--- config.mk ---
export PLATFORM = sky130hd
export DESIGN_NAME = warp_fetch_queue
export DESIGN_NICKNAME = d
export VERILOG_FILES = /design/src/rtl/warp_fetch_queue_pkg.sv /design/src/rtl/warp_fetch_queue_window.sv /design/src/rtl/warp_fetch_queue.sv
export SDC_FILE = /design/constraint.sdc
export NUM_CORES = 2
export LEC_CHECK = 0
export BUFFER_PORTS_ARGS = -buffer_cell sky130_fd_sc_hd__buf_2
export CELL_PAD_IN_SITES_DETAIL_PLACEMENT = 1
export CELL_PAD_IN_SITES_GLOBAL_PLACEMENT = 2
export CORE_MARGIN = 5
export CORE_UTILIZATION = 23
export DETAILED_ROUTE_END_ITERATION = 10
export PLACE_DENSITY = 0.56
export SLEW_MARGIN = 20
export SYNTH_ARGS = -nofsm -noshare
export SYNTH_HDL_FRONTEND = slang
export SYNTH_HIERARCHICAL = 1
export SYNTH_SLANG_ARGS = --single-unit
--- constraint.sdc ---
create_clock -name i_clk -period 13.5 [get_ports i_clk]
set_input_delay 1.35 -clock i_clk [delete_from_list [all_inputs] [get_ports i_clk]]
set_output_delay 1.35 -clock i_clk [all_outputs]
set_load 0.005 [all_outputs]
--- src/rtl/warp_fetch_queue_pkg.sv ---
// Shared definitions for the warp fetch queue.
// Also carries the shared header defines (parcel width, fetch-word parcels,
// decode-window parcels) so every file of the block sees the same values.
// Contents:
//   PARCEL_W, FETCH_PARCELS, WINDOW_PARCELS  geometry constants
//   clip_count()                             min(n, WINDOW_PARCELS) as a 3-bit count

`ifndef WARP_DEFS_VH
`define WARP_DEFS_VH
`define WARP_PARCEL_W 16
`define WARP_FETCH_PARCELS 4
`define WARP_WINDOW_PARCELS 4
`endif

package warp_fetch_queue_pkg;

  localparam int PARCEL_W       = `WARP_PARCEL_W;
  localparam int FETCH_PARCELS  = `WARP_FETCH_PARCELS;
  localparam int WINDOW_PARCELS = `WARP_WINDOW_PARCELS;

  function automatic logic [2:0] clip_count(input int unsigned n);
    return (n > WINDOW_PARCELS) ? 3'(WINDOW_PARCELS) : 3'(n);
  endfunction

endpackage

--- src/rtl/warp_fetch_queue_window.sv ---
// Combinational 4-parcel gather from a circular parcel store.
// Parcels rd_ptr..rd_ptr+3 (modulo DEPTH) are placed at window[15:0] upward;
// slots at or beyond min(count,4) are forced to zero.
// Ports:
//   mem_flat      in   DEPTH*16  parcel store, parcel i in [16i+15:16i]
//   rd_ptr        in   log2(DEPTH)  first parcel to present
//   count         in   log2(DEPTH)+1  valid parcels from rd_ptr
//   window        out  64        gathered parcels
//   window_count  out  3         min(count,4)

module warp_fetch_queue_window
  import warp_fetch_queue_pkg::*;
#(
  parameter int DEPTH = 16
) (
  input  logic [DEPTH*PARCEL_W-1:0]       mem_flat,
  input  logic [$clog2(DEPTH)-1:0]        rd_ptr,
  input  logic [$clog2(DEPTH):0]          count,
  output logic [WINDOW_PARCELS*PARCEL_W-1:0] window,
  output logic [2:0]                      window_count
);

  localparam int PW = $clog2(DEPTH);

  logic [PW-1:0] idx;

  always_comb begin
    window_count = clip_count(32'(count));
    window       = '0;
    idx          = '0;
    for (int k = 0; k < WINDOW_PARCELS; k++) begin
      // Pointer arithmetic truncates to PW bits, giving the wraparound.
      idx = rd_ptr + PW'(k);
      if (3'(k) < window_count)
        window[k*PARCEL_W +: PARCEL_W] = mem_flat[idx*PARCEL_W +: PARCEL_W];
    end
  end

endmodule

--- src/rtl/warp_fetch_queue.sv ---
// Parcel-granular instruction queue in front of decode.
// Accepts aligned 64-bit fetch words, stores them as 16-bit parcels, presents a
// 4-parcel window from the head, retires consumed parcels, discards on redirect.
// Optional feature macro: WARP_FETCH_QUEUE_BYPASS_EN -- when the queue is empty,
// an accepted word is shown on the window outputs in the same cycle.
// Ports:
//   i_clk, i_rst            clock, synchronous active-high reset
//   i_fetch_valid/o_fetch_ready/i_fetch_data   fetch word handshake
//   i_flush, i_flush_pc     redirect (wins over push and consume)
//   o_buffer, o_count, o_pc decode window, valid parcel count, PC of parcel 0
//   i_consume               parcels retired this cycle (<= o_count)

module warp_fetch_queue
  import warp_fetch_queue_pkg::*;
#(
  parameter int          DEPTH    = 16,
  parameter logic [63:0] RESET_PC = 64'h0
) (
  input  logic        i_clk,
  input  logic        i_rst,
  input  logic        i_fetch_valid,
  output logic        o_fetch_ready,
  input  logic [63:0] i_fetch_data,
  input  logic        i_flush,
  input  logic [63:0] i_flush_pc,
  output logic [63:0] o_buffer,
  output logic [2:0]  o_count,
  output logic [63:0] o_pc,
  input  logic [2:0]  i_consume
);

  localparam int PW = $clog2(DEPTH);

  logic [PARCEL_W-1:0]       mem [DEPTH];
  logic [DEPTH*PARCEL_W-1:0] mem_flat;
  logic [PW-1:0]             rd_ptr;
  logic [PW-1:0]             wr_ptr;
  logic [PW:0]               count;
  logic [63:0]               pc;
  logic [1:0]                drop;
  logic                      push;
  logic [2:0]                push_n;
  logic [63:0]               q_window;
  logic [2:0]                q_count;
  logic [63:0]               byp_window;
  logic [2:0]                byp_count;
  logic                      bypass;

  always_comb begin
    mem_flat = '0;
    for (int k = 0; k < DEPTH; k++)
      mem_flat[k*PARCEL_W +: PARCEL_W] = mem[k];
  end

  warp_fetch_queue_window #(.DEPTH(DEPTH)) u_window (
    .mem_flat     (mem_flat),
    .rd_ptr       (rd_ptr),
    .count        (count),
    .window       (q_window),
    .window_count (q_count)
  );

  // Ready looks only at the registered count; a same-cycle consume never helps.
  assign o_fetch_ready = !i_rst && (count <= (PW+1)'(DEPTH - FETCH_PARCELS));
  assign push          = i_fetch_valid && o_fetch_ready && !i_flush;
  assign push_n        = 3'(FETCH_PARCELS) - {1'b0, drop};

`ifdef WARP_FETCH_QUEUE_BYPASS_EN
  // The fetch word itself is a 4-entry store; starting the gather at drop
  // with count 4-drop yields exactly the surviving parcels.
  warp_fetch_queue_window #(.DEPTH(FETCH_PARCELS)) u_bypass (
    .mem_flat     (i_fetch_data),
    .rd_ptr       (drop),
    .count        (push_n),
    .window       (byp_window),
    .window_count (byp_count)
  );
  assign bypass = push && (count == '0);
`else
  assign byp_window = '0;
  assign byp_count  = '0;
  assign bypass     = 1'b0;
`endif

  always_comb begin
    o_buffer = q_window;
    o_count  = q_count;
    o_pc     = pc;
    if (i_rst) begin
      o_buffer = '0;
      o_count  = '0;
      o_pc     = RESET_PC;
    end else if (bypass) begin
      o_buffer = byp_window;
      o_count  = byp_count;
    end
  end

  // A bypassed word is still written in full and the consume simply advances
  // rd_ptr over it; only the unconsumed remainder stays counted.
  always_ff @(posedge i_clk) begin
    if (i_rst) begin
      rd_ptr <= '0;
      wr_ptr <= '0;
      count  <= '0;
      pc     <= RESET_PC;
      drop   <= '0;
    end else if (i_flush) begin
      rd_ptr <= '0;
      wr_ptr <= '0;
      count  <= '0;
      pc     <= i_flush_pc & ~64'h1;
      drop   <= i_flush_pc[2:1];
    end else begin
      rd_ptr <= rd_ptr + PW'(i_consume);
      pc     <= pc + {60'd0, i_consume, 1'b0};
      count  <= count + (push ? (PW+1)'(push_n) : '0) - (PW+1)'(i_consume);
      if (push) begin
        wr_ptr <= wr_ptr + PW'(push_n);
        drop   <= '0;
      end
    end
  end

  always_ff @(posedge i_clk) begin
    if (push) begin
      for (int k = 0; k < FETCH_PARCELS; k++)
        if (2'(k) >= drop)
          mem[wr_ptr + PW'(k) - PW'(drop)] <= i_fetch_data[k*PARCEL_W +: PARCEL_W];
    end
  end

  assert property (@(posedge i_clk) disable iff (i_rst || i_flush) (i_consume <= o_count))
    else $error("warp_fetch_queue: i_consume exceeds o_count");

endmodule

==> Word-level counts from Yosys, hierarchy flattened <==
Memories as Yosys holds them, arrays and structs flattened.
Index checks and enable logic that the tools add are counted.
{ "op_classes": {"add_sub_neg": 16, "n_mul": 0, "n_div": 0, "magnitude_cmp": 10, "n_eq_ne": 0, "shift": 4, "mux": 24, "bitwise": 0, "reduce_logical": 7} }
{ "op_table": {"columns": ["op", "n"], "rows": [
  ["256-bit by 9-bit indexed part select with 16-bit output", 4],
  ["64-bit 2-to-1 mux", 3],
  ["64-bit by 4-bit adder with 64-bit output", 1],
  ["16-bit 2-to-1 mux", 4],
  ["4-bit by 2-bit adder with 4-bit output, second input constant", 4],
  ["4-bit by 2-bit subtractor with 4-bit output", 4],
  ["1-bit 2-to-1 mux", 12],
  ["3-bit 2-to-1 mux", 3],
  ["4-bit by 1-bit adder with 4-bit output, second input constant", 2],
  ["4-bit by 3-bit adder with 4-bit output", 2],
  ["1-bit by 3-bit < comparator with 1-bit output, first input constant", 2],
  ["2-bit by 3-bit < comparator with 1-bit output, first input constant", 2],
  ["5-bit by 3-bit adder with 5-bit output", 1],
  ["5-bit by 3-bit greater-than comparator with 1-bit output, second input constant", 1],
  ["5-bit by 4-bit less-or-equal comparator with 1-bit output, second input constant", 1],
  ["5-bit by 3-bit subtractor with 5-bit output", 1],
  ["1-bit by 2-bit greater-or-equal comparator with 1-bit output, first input constant", 2],
  ["2-bit greater-or-equal comparator, first input constant", 2],
  ["2-bit 2-to-1 mux", 2],
  ["1-bit logical AND", 3],
  ["3-bit by 2-bit subtractor with 3-bit output, first input constant", 1],
  ["1-bit zero test", 2],
  ["2-bit nonzero test", 1],
  ["2-bit OR reduction", 1]
]} }
{ "word_totals": {"reg_bits": 79, "latchBits": 0, "ram_bits": 256, "romBits": 0, "output_inout_bits": 132, "elab_cells": 68, "n_memories": 1} }
{ "mem_list": {"columns": ["memory", "depth", "word_bits", "read_ports", "rd_clocked_by_memory_dff", "write_ports", "line", "source"], "rows": [
  ["mem", 16, 16, 16, 0, 4, "warp_fetch_queue.sv:34", "logic [PARCEL_W-1:0] mem [DEPTH];"]
]} }

==> Logic depth before layout (Yosys ltp) <==
{ "depth": {"depth_word": 7, "ltp_mapped": 14} }

==> Modules after synthesis <==
Netlist, hierarchy kept.
{ "modules_own_cells": {"columns": ["module", "instances", "cells_each", "area_per_inst_um2", "seq_area_each_um2"], "rows": [
  ["warp_fetch_queue", 1, 2251, 20449.6, 9248.9],
  ["warp_fetch_queue_window", 1, 626, 8321.7, 0.0]
]} }

==> Worst setup path before layout <==
Ideal clock, no wire load.
{ "synth_path": {"path_kind": "input-to-reg", "startpoint": "in i_rst", "endpoint": "mem mem[11][0] in the netlist's numbering (enable)", "t_arrival_ps": 5028, "t_required_ps": 13053, "path_slack_ps": 8025, "path_stages": 7, "path_cell_list": "buf_2 or4b_1 buf_2 a21oi_1 nand2_1 or3_1 o311ai_0"} }
{ "synth_rtl": {"columns": ["element", "line", "source"], "rows": [
  ["from (decl)", "warp_fetch_queue.sv:20", "input logic i_rst,"],
  ["to (decl)", "warp_fetch_queue.sv:34", null]
]} }

==> Worst setup path after layout <==
{ "layout_path": {"startpoint": "reg rd_ptr[0]", "endpoint": "out o_buffer[25]"} }
{ "layout_via": {"elab_chain_cells": 4} }
{ "layout_rtl": {"columns": ["element", "line", "source"], "rows": [
  ["from (decl)", "warp_fetch_queue.sv:36", "logic [PW-1:0] rd_ptr;"],
  ["from (signal assigned)", "warp_fetch_queue.sv:115", "rd_ptr <= rd_ptr + PW'(i_consume);"],
  ["4-bit by 1-bit adder with 4-bit output", "warp_fetch_queue_window.sv:33", "idx = rd_ptr + PW'(k);"],
  ["256-bit by 9-bit indexed part select with 16-bit output", "warp_fetch_queue_window.sv:35", "window[k*PARCEL_W +: PARCEL_W] = mem_flat[idx*PARCEL_W +: PARCEL_W];"],
  ["16-bit 2-to-1 mux", "warp_fetch_queue_window.sv:34", "if (3'(k) < window_count)"],
  ["via q_window[25]", "warp_fetch_queue.sv:43", "logic [63:0] q_window;"],
  ["64-bit 2-to-1 mux", "warp_fetch_queue.sv:89", "if (i_rst) begin"],
  ["to (decl)", "warp_fetch_queue.sv:26", "output logic [63:0] o_buffer,"]
]} }
The timed path passes the listed nets, and every way through them passes these cells.

==> impl_metrics.py <==
metrics = {
    "status": {
        "outcome": "complete, no violations",
    },
    "critical_path": {
        "crit_arrival_ns": 5.40,
        "r2r_end": "mem[14][7]$_DFFE_PP_",
        "rr_startpoint": "wr_ptr[1]$_SDFFE_PP0P_",
        "worst_r2r_path_depth": 12,
        "critPathLaunchType": "flip-flop",
        "crit_path_frequent_cell": "buf_4",
        "slowest_delay_ns": 0.83,
        "worst_setup_path_end_kind": "output port",
        "crit_required_ns": 12.15,
        "crit_fanout": 45,
        "slowest_stage": "dfxtp_4",
        "r2r_slack_ns": 8.08,
        "crit_type": "reg -> out",
        "crit_path_cell_trace": "inv_4, ha_4, buf_4, buf_4, mux4_2, mux2i_1, o22ai_1, nor2b_1, buf_2",
    },
    "layout": {
        "seqCellArea_um2": 9260,
        "multiInputGateArea_um2": 18100,
        "drive_gt1_share_pct": 25.3,
        "area_growth_pct": 15.1,
        "nets": 3126,
        "fillers": 14100,
    },
    "floorplanning": {
        "fp.dieH_um": 364,
        "dieArea_um2": 132000,
        "die_w_um": 364,
        "ioPinCount": 267,
        "core-area_um2": 124000,
        "initial_core_util_pct": 23.2,
        "fp-row-count": 129,
    },
    "worst_hold_path": {
        "hold_path_depth": 2,
        "whs_endpoint": "pc[46]$_SDFF_PP0_",
        "hold_start": "pc[46]$_SDFF_PP0_",
        "hold_class": "reg -> reg",
    },
    "timing": {
        "min_period_ns": 6.75,
        "final-hold-violation-count": 0,
        "tightest_slew_ns": 1.14,
        "max_freq_ghz": 0.148,
        "skew_ns": 0.0383,
        "slew_headroom_pct": 23.5,
        "final.period_utilization_pct": 50.0,
        "fin_setup_tns_ns": 0,
        "rsz0062_at_grt": "no",
        "drv_slew": 0,
        "setup_viol": 0,
        "fin_ws_ns": 6.75,
    },
    "synth": {
        "synth_cells": 2877,
        "synth_edf_count": 256,
        "syn-cell-area_um2": 28800,
        "synth_cell_types": 73,
        "synth-seq-cells": 334,
        "seq_area_frac_synth_pct": 32.1,
        "synth.avg_cell_area_um2": 10.0,
        "yosys_warnings": 6,
        "async_reset_ff_share_pct": 0,
        "mappedNetlistNets": 3052,
        "synth_compound_area_share_pct": 17.0,
        "yosys.area_share.simple_pct": 13.5,
        "synth_top_family_by_area": "multiplexers",
        "synthAdderAreaFrac_pct": 2.00,
        "synth_xor_area_share_pct": 1.57,
        "synthMuxAreaShare_pct": 28.0,
        "ys.flop_type": "edfxtp_1",
    },
    "global_routing": {
        "antenna_found_initial": 39,
        "grt_use_total_pct": 22.1,
        "grt_pass1_vias": 26400,
        "grt_pass1_wl_um": 212000,
        "grt_max_degree": 93,
        "grt-ovfl-total": 0,
    },
    "power_and_ir_drop": {
        "power-per-cell-area_nw_per_um2": 98.3,
        "p_comb_share_pct": 26.9,
        "power.share.sequential_pct": 36.6,
        "power.net_switching_uw": 1100,
        "internal-power_uw": 2150,
        "switching_share_pct": 33.9,
        "peakVddDrop_mv": 0.0549,
        "leakage_uw": 0.0113,
        "power_frac_clock_pct": 36.5,
    },
    "clocking": {
        "cts.clk_slew.worst_paths_ns": 0.06,
        "cts_resized": 0,
        "cts-buffers-inserted": 43,
        "clockBufferDepth": 3,
        "cts_tree": "built",
        "post-cts-setup-buffers": 0,
        "cts_sinks": 334,
        "clock_latency_ns": 0.62,
        "cts_max_level": 2,
        "cts_hold_buf": 0,
        "root_buffer": "clkbuf_16",
    },
    "run": {
        "cap_violations": 0,
    },
    "routing": {
        "routed-via-count": 27000,
        "drtAntennaViolNets": 0,
        "dr.first_iter.drc_count": 2895,
        "wl_um": 152000,
        "routedWlPerCell_um": 32.8,
        "viasPerCell": 5.82,
        "drtPass1Iterations": 5,
        "drc": 0,
    },
    "place": {
        "dp_worst_setup_slack_ns": 7.26,
        "port_buffers": 264,
        "routabilityCongestion": 0.865,
        "dpl.hpwl_um": 106000,
    },
}
-- final cells by class --
class	count	area share (%)
antenna	19	0.144
clock buffer	54	3.44
clock inverter	24	0.695
inverter	50	0.578
multi-input combinational	2157	54.7
sequential	334	28.0
tap	1637	6.19
timing repair buffer	365	6.31
-- power groups by stage --
| stage | Sequential (µW) | Combinational, µW | Clock [µW] |
|---|---|---|---|
| after floorplan | 1190 | 532 | 0 |
| after global placement | 1210 | 859 | 0 |
| after detailed placement | 1210 | 864 | 0 |
| after CTS | 1190 | 866 | 1210 |
| after global routing | 1200 | 922 | 1240 |
| final | 1190 | 876 | 1190 |
-- routing by layer --
metal  wire length [µm]  track usage, %  part of all wire (%)  up-vias
li1                   -               -                     -    11500
met1              64400            30.0                    42    13900
met2              69300            35.2                    45     1354
met3              12900            4.58                   8.5      282
met4               5530            7.62                   3.6       14
met5                 95               0                 0.062        -
-- state kept, by name, indices dropped and copies added (netlist names) --
register  count
mem         256
drop          2
wr_ptr        4
rd_ptr        4
count         5
pc           63
-- layout by cell type, fill, tap and decap left out, drive strengths merged, types with 7 or more instances in the layout --
master	netlist	final
nand4	28	28
nand2	340	340
or3	12	12
o211ai	15	15
nor2	96	96
clkbuf	192	54
a21oi	109	109
ha	30	30
fa	10	10
o22ai	296	296
buf	144	365
o221ai	15	15
mux2	50	50
and2	22	22
inv	49	50
diode	0	19
or4	17	17
xnor2	15	15
o21ai	54	54
a31oi	146	146
nor2b	132	132
xor2	26	26
a21o	9	9
nor4	7	7
and4	16	16
mux2i	239	239
o31ai	20	20
a211oi	25	25
nand3	72	72
a311oi	26	26
a22oi	25	25
and3	12	12
nand2b	7	7
dfxtp	78	78
edfxtp	256	256
mux4	226	226
nor3	24	24
clkinv	1	17
-- critical path: cells and delay by family (launching register included) --
| family | cells | cell delay (ns) |
|---|---|---|
| DFF | 1 | 0.83 |
| AOI/OAI and AO/OA | 1 | 0.22 |
| muxes | 2 | 1.11 |
| adders and majority gates | 1 | 0.64 |
| and+or+nand+nor | 1 | 0.18 |
| buffers and inverters | 4 | 1.70 |
-- how the worst max path moves through the flow --
stage               slack, ns                   end  cells after the start            startpoint
finish                   6.75          o_buffer[25]                      9  rd_ptr[0]$_SDFF_PP0_
global route             6.39          o_buffer[25]                      9  rd_ptr[0]$_SDFF_PP0_
detailed placement       7.26          o_buffer[25]                      9  rd_ptr[0]$_SDFF_PP0_
CTS                      6.62          o_buffer[25]                      9  rd_ptr[0]$_SDFF_PP0_
global placement         7.29          o_buffer[25]                      9  rd_ptr[0]$_SDFF_PP0_
floorplan                8.02  mem[11][0]$_DFFE_PP_                      7                 i_rst
-- cell usage after synthesis (67+ instances only) --
cell	number	share of area, %
mux2i_1	239	8.3
dfxtp_1	78	5.4
clkbuf_1	192	2.5
mux4_2	226	18
o22ai_1	295	6.4
a21oi_1	109	1.9
nor2_1	96	1.3
edfxtp_1	256	27
nand2_1	338	4.4
nor2b_1	132	2.9
nand3_1	67	1.2
a31oi_1	146	3.2
-- through the flow --
stage | cells | util, % | area [µm²] | power (µW) | hold WS, ns
5_1_grt | 4630 | 26.7 | 33100 | 3360 | 0.570
4_1_cts | 4619 | 26.7 | 33000 | 3260 | 0.536
3_3_place_gp | 4541 | 25.5 | 31700 | 2070 | 0.517
2_1_floorplan | 2877 | - | 28800 | 1720 | 0.485
6_report | 4640 | 26.7 | 33100 | 3250 | 0.532
3_5_place_dp | 4541 | 25.5 | 31700 | 2080 | 0.528
-- cells by family after synthesis --
group,Yosys count
compound gates,761
xor+xnor,44
fa+ha+maj,40
buf+inv,386
flops,334
mux,515
other cells,1
simple gates,796
(Power assumes the default switching activity.)
